**src/rtl/cla_5bit_sub_if.sv**
```systemverilog
// Operand/result handshake bundle for the carry-lookahead subtractor.
// The slave view belongs to the subtractor, the master view to whatever feeds and drains it.
interface cla_5bit_sub_if #(
   parameter int WIDTH     = 5,
   parameter int ERR_CNT_W = 8
);
   logic                 i_valid;
   logic                 o_ready;
   logic [WIDTH:0]       i_sum;
   logic [WIDTH-1:0]     i_add1;
   logic                 o_valid;
   logic                 i_ready;
   logic [WIDTH-1:0]     o_add2;
   logic                 o_err;
   logic [ERR_CNT_W-1:0] o_err_cnt;

   modport slave (
      input  i_valid, i_sum, i_add1, i_ready,
      output o_ready, o_valid, o_add2, o_err, o_err_cnt
   );

   modport master (
      output i_valid, i_sum, i_add1, i_ready,
      input  o_ready, o_valid, o_add2, o_err, o_err_cnt
   );
endinterface

```
**src/rtl/cla_5bit_sub.sv**
```systemverilog
// Two-stage carry-lookahead subtractor: recovers o_add2 = i_sum - i_add1, flags
// unrepresentable results and keeps a saturating count of delivered errors.
module cla_5bit_sub #(
   parameter int WIDTH     = 5,
   parameter int ERR_CNT_W = 8
) (
   input  logic              i_clk,
   input  logic              i_rst,
   cla_5bit_sub_if.slave     bus
);

   logic [WIDTH:0]       w_a;
   logic [WIDTH:0]       w_b;
   logic                 w_adv1;
   logic                 w_adv2;
   logic [WIDTH+1:0]     w_c;
   logic [WIDTH:0]       w_diff;
   logic                 w_err;

   logic                 r_v1;
   logic [WIDTH:0]       r_g1;
   logic [WIDTH:0]       r_p1;
   logic [WIDTH:0]       r_x1;
   logic                 r_v2;
   logic [WIDTH-1:0]     r_add2;
   logic                 r_err;
   logic [ERR_CNT_W-1:0] r_err_cnt;

   // Subtraction as a + ~b + 1; the +1 enters as carry-in of the lookahead.
   assign w_a = bus.i_sum;
   assign w_b = ~{1'b0, bus.i_add1};

   assign w_adv2      = !r_v2 || bus.i_ready;
   assign w_adv1      = !r_v1 || w_adv2;
   assign bus.o_ready = w_adv1;

   // Each carry is a flat sum of products over G/P (no carry feeds the next one):
   // c[i+1] = G[i] | P[i]G[i-1] | ... | P[i]..P[0]cin, with cin = 1.
   always_comb begin
      logic [WIDTH+1:0] c;
      logic             prod;
      // NOTE: every variable gets a value before any branch or loop so no latch is inferred.
      c    = '0;
      prod = 1'b0;
      c[0] = 1'b1;
      for (int i = 0; i <= WIDTH; i++) begin
         c[i+1] = 1'b1;
         for (int j = 0; j <= i; j++) begin
            c[i+1] = c[i+1] & r_p1[j];
         end
         for (int j = 0; j <= i; j++) begin
            prod = r_g1[j];
            for (int k = j + 1; k <= i; k++) begin
               prod = prod & r_p1[k];
            end
            c[i+1] = c[i+1] | prod;
         end
      end
      w_c = c;
   end

   // No carry-out means a borrow; carry-out with diff[WIDTH] set means the result exceeds WIDTH bits.
   assign w_diff = r_x1 ^ w_c[WIDTH:0];
   assign w_err  = !w_c[WIDTH+1] || w_diff[WIDTH];

   // NOTE: stage-1 operand terms are only observed when r_v1 is set, so they carry no reset.
   always_ff @(posedge i_clk) begin
      if (w_adv1 && bus.i_valid) begin
         r_g1 <= w_a & w_b;
         r_p1 <= w_a | w_b;
         r_x1 <= w_a ^ w_b;
      end
   end

   // NOTE: all state uses non-blocking assignment so every register samples pre-edge values.
   always_ff @(posedge i_clk) begin
      if (i_rst) begin
         r_v1      <= 1'b0;
         r_v2      <= 1'b0;
         r_add2    <= '0;
         r_err     <= 1'b0;
         r_err_cnt <= '0;
      end else begin
         if (w_adv1) begin
            r_v1 <= bus.i_valid;
         end
         if (w_adv2) begin
            r_v2 <= r_v1;
            if (r_v1) begin
               r_add2 <= w_err ? '0 : w_diff[WIDTH-1:0];
               r_err  <= w_err;
            end
         end
         if (r_v2 && bus.i_ready && r_err && (r_err_cnt != '1)) begin
            r_err_cnt <= r_err_cnt + ERR_CNT_W'(1);
         end
      end
   end

   assign bus.o_valid   = r_v2;
   assign bus.o_add2    = r_add2;
   assign bus.o_err     = r_err;
   assign bus.o_err_cnt = r_err_cnt;

endmodule

```
**src/flat_wrapper.sv**
```systemverilog
// flat-port wrapper written by rule: the top's interface ports become plain ports
module cla_5bit_sub_flat 
#(
   parameter int WIDTH     = 5,
   parameter int ERR_CNT_W = 8
)
  (i_clk, i_rst, bus_i_valid, bus_i_sum, bus_i_add1, bus_i_ready, bus_o_ready, bus_o_valid, bus_o_add2, bus_o_err, bus_o_err_cnt);
  cla_5bit_sub_if #(.WIDTH(WIDTH), .ERR_CNT_W(ERR_CNT_W)) bus_i ();
  input  logic i_clk;
  input  logic i_rst;
  input wire logic [$bits(bus_i.i_valid)-1:0] bus_i_valid;
  input wire logic [$bits(bus_i.i_sum)-1:0] bus_i_sum;
  input wire logic [$bits(bus_i.i_add1)-1:0] bus_i_add1;
  input wire logic [$bits(bus_i.i_ready)-1:0] bus_i_ready;
  output wire logic [$bits(bus_i.o_ready)-1:0] bus_o_ready;
  output wire logic [$bits(bus_i.o_valid)-1:0] bus_o_valid;
  output wire logic [$bits(bus_i.o_add2)-1:0] bus_o_add2;
  output wire logic [$bits(bus_i.o_err)-1:0] bus_o_err;
  output wire logic [$bits(bus_i.o_err_cnt)-1:0] bus_o_err_cnt;
  assign bus_i.i_valid = bus_i_valid;
  assign bus_i.i_sum = bus_i_sum;
  assign bus_i.i_add1 = bus_i_add1;
  assign bus_i.i_ready = bus_i_ready;
  assign bus_o_ready = bus_i.o_ready;
  assign bus_o_valid = bus_i.o_valid;
  assign bus_o_add2 = bus_i.o_add2;
  assign bus_o_err = bus_i.o_err;
  assign bus_o_err_cnt = bus_i.o_err_cnt;
  cla_5bit_sub #(.WIDTH(WIDTH), .ERR_CNT_W(ERR_CNT_W)) u_core (.i_clk(i_clk), .i_rst(i_rst), .bus(bus_i));
endmodule
```
**config.mk**
```make
export PLATFORM = sky130hd
export DESIGN_NAME = cla_5bit_sub_flat
export DESIGN_NICKNAME = d
export VERILOG_FILES = /design/src/rtl/cla_5bit_sub_if.sv /design/src/rtl/cla_5bit_sub.sv /design/src/flat_wrapper.sv
export SDC_FILE = /design/constraint.sdc
export NUM_CORES = 1
export LEC_CHECK = 0
export CAP_MARGIN = 20
export CORE_MARGIN = 2
export CORE_UTILIZATION = 30
export DETAILED_ROUTE_END_ITERATION = 8
export PLACE_DENSITY = 0.57
export SETUP_SLACK_MARGIN = 0.3
export SLEW_MARGIN = 30
export SYNTH_ARGS = -nofsm -noshare
export SYNTH_HDL_FRONTEND = slang
export SYNTH_SLANG_ARGS = --single-unit
```
**constraint.sdc**
```tcl
create_clock -name i_clk -period 2.7 [get_ports i_clk]
set_input_delay 0.27 -clock i_clk [delete_from_list [all_inputs] [get_ports i_clk]]
set_output_delay 0.27 -clock i_clk [all_outputs]
set_load 0.01 [all_outputs]
```
==> metrics.csv <==
metric;value;unit
actual slew at the worst max-slew pin;0.7356;ns
Worst EP required;2.43;ns
Final setup viols;0;
syn nets;159;
most frequent cells in the layout;30 x clkdlybuf4s50_1, 17 x edfxtp_1, 16 x inv_1, 16 x dfxtp_1, 15 x nor2_1;
CP peak stage delay;0.49;ns
multi-input logic area;595.6;um^2
Critical R2R Capture;u_core.bus.o_add2[4];
cell family with most CP delay;buffers and inverters;
H-tree Lvls;2;
Antenna diodes;0;
max capacitance violation total;0;
Final Worst Setup Slack;0.8671;ns
register area share after synthesis;55.47;%
HP Class;reg -> reg;
clock tree buffer depth;2;
worst IR drop on VDD;231.4;uV
Final ANT Viol Nets;0;
CP Launch Type;input port;
register area;830.8;um^2
drt wl/cell;10.69;um
layout cell share with drive strength beyond 1;7.738;%
Data arrival, critical path;1.56;ns
final critical-path share of the clock period;67.89;%
Fin Setup TNS;0;ns
Global Route Usage Sum;10.40;%
synthesized cell area;1498;um^2
Initial Utilization;31.50;%
Avg Inst Size Synth;11.26;um^2
1st-pass router iterations;4;
Post-CTS Setup Bufs;0;
Sink Count;33;
cell count after synthesis;133;
vias in the first global route;990;
Hold WS;0.4652;ns
crit-path cells;clkdlybuf4s50_1 -> nor2b_1 -> nand2_1 -> clkdlybuf4s50_1;
Crit Path Max Fanout;5;
worst setup path category;in -> out;
worst r2r src;u_core.r_p1[0];
Die Y;74.66;um
antenna violations before repair;0;
Final Util;41.03;%
R2R depth;5;
dominant synthesized flop cell;edfxtp_1;
Via density;4.298;
status;complete, no violations;
PostCTS Resize Cnt;0;
critical path's slowest cell;clkdlybuf4s50_1;
R2R Setup Slk;1.11;ns
CTS root buf;clkbuf_8;
Worst Setup EP;bus_o_ready;
GPL Wtd Cong;0.8556;
Reg clk slew, reported paths;0.06;ns
vias;1010;
port bufs;30;
total global routing overflow;0;
CTS tree;yes;
Seq cells post-synth;33;
maximum clock frequency;545.6;MHz
Post-synth EDFFs;17;
Placed Instances;227;
fin crit period;1.833;ns
core area;4755;um^2
drt drc;0;
pwr/cell area;515.0;nW/um^2
LEAKAGE;0.7477;nW
CTS hold repair buffers;0;
most frequent CP cell;clkdlybuf4s50_1;
commonest non-fill, non-tap cell in the layout;clkdlybuf4s50_1;
drt total wl;2512;um
final net count;193;
DP HPWL;1941;um
Clock Skew;0.006643;ns
CP Depth;4;
CP Capture Type;primary output;
ys async rst share;0;%
Crit. Startpoint;bus_i_ready;
worst rel slew slack;50.96;%
Area growth syn-to-layout;30.24;%
Iter 0 DRT Violations;13;
fillers;471;
row count;25;
synth warn;0;
worst-skew pair later-pin latency;0.28;ns
RSZ-0062 raised after global routing;false;
Layout Cells excl Fill;235;
Slew Limit Fails;0;
pin count of the biggest net entering global routing;18;
Num CTS Buffers;5;
die width;74.66;um
synth unique cells;34;
count of final hold-check violations;0;
worst path bufs/invs;2;
global-route wire length before repair;4271;um
die area;5573;um^2
Setup WS pre-CTS;0.7537;ns
Ports;31;
## sequential cells by signal, indices dropped and copies added (netlist names)
name and count:
u_core.bus.o_err_cnt 8, u_core.bus.o_valid 1, u_core.r_p1 5, u_core.bus.o_add2 5, u_core.r_g1 6, u_core.r_x1 6, u_core.bus.o_err 1, u_core.r_v1 1
## metal layers
layer  routed length [um]  part of all wire, %  GRT usage [%]
met1                 1070                   43          10.93
met2                 1210                   48          17.40
met3                  173                  6.9          3.347
met4                   57                  2.3          7.738
met5                    0                    0              0
## cell families after synthesis
family	count (synthesis)	share of synthesized area [%]
xor+xnor	10	5.848
mux	1	0.6684
buf+inv	19	4.762
fa+ha+maj	11	9.190
simple gates	41	13.37
compound gates	18	10.69
flops	33	55.47
## synthesized netlist by cell type (2+ instances only)
library cell   n  area (um^2)
inv_1         16        60.06
clkbuf_1       2        7.510
nor2_1        15        56.30
ha_1          11        137.6
xnor2_1        4        35.03
xor2_1         6        52.55
a21oi_1        6        30.03
dfxtp_1       16        320.3
nor2b_1        2        12.51
edfxtp_1      17        510.5
nand4_1        3        18.77
nand3_1        6        30.03
nand2_1        8        30.03
## tightest hold or removal path, cell delays in order (launching register included)
cell and delay (ns):
dfxtp_1 0.32, nand2_1 0.05, a21oi_1 0.05
## area by class of cell
class	count	share of cell area (%)
Clock buffer	7	3.913
Tap cell	67	4.298
Timing Repair Buffer	30	15.39
Clock inverter	1	0.1924
Multi-Input combinational cell	81	30.53
Sequential cell	33	42.59
Inverter	16	3.079
## where the power goes
group | internal [mW] | switching (mW) | total, mW
registers | 0.554 | 0.0126 | 0.566
clock network | 0.179 | 0.161 | 0.340
logic | 0.0530 | 0.0456 | 0.0985
## worst min-delay path by stage
stage	slack, ns	to	cells after the start	startpoint
after floorplan	0.37	u_core.r_g1[5]	0	bus_i_sum[5]
after global placement	0.46	u_core.bus.o_add2[3]	2	u_core.bus.o_add2[3]
after detailed placement	0.46	u_core.bus.o_add2[1]	2	u_core.bus.o_add2[1]
after CTS	0.47	u_core.bus.o_add2[1]	2	u_core.bus.o_add2[1]
after global routing	0.50	u_core.bus.o_add2[3]	2	u_core.bus.o_add2[3]
final	0.47	u_core.bus.o_add2[4]	2	u_core.bus.o_add2[4]
## through the flow
step	area, um^2	total power [mW]
after floorplan	1498	0.6299
after global placement	1871	0.6744
after detailed placement	1871	0.6776
after CTS	1951	1.020
after global routing	1951	1.056
final	1951	1.005
No activity file was read; power rests on OpenSTA's default activity.
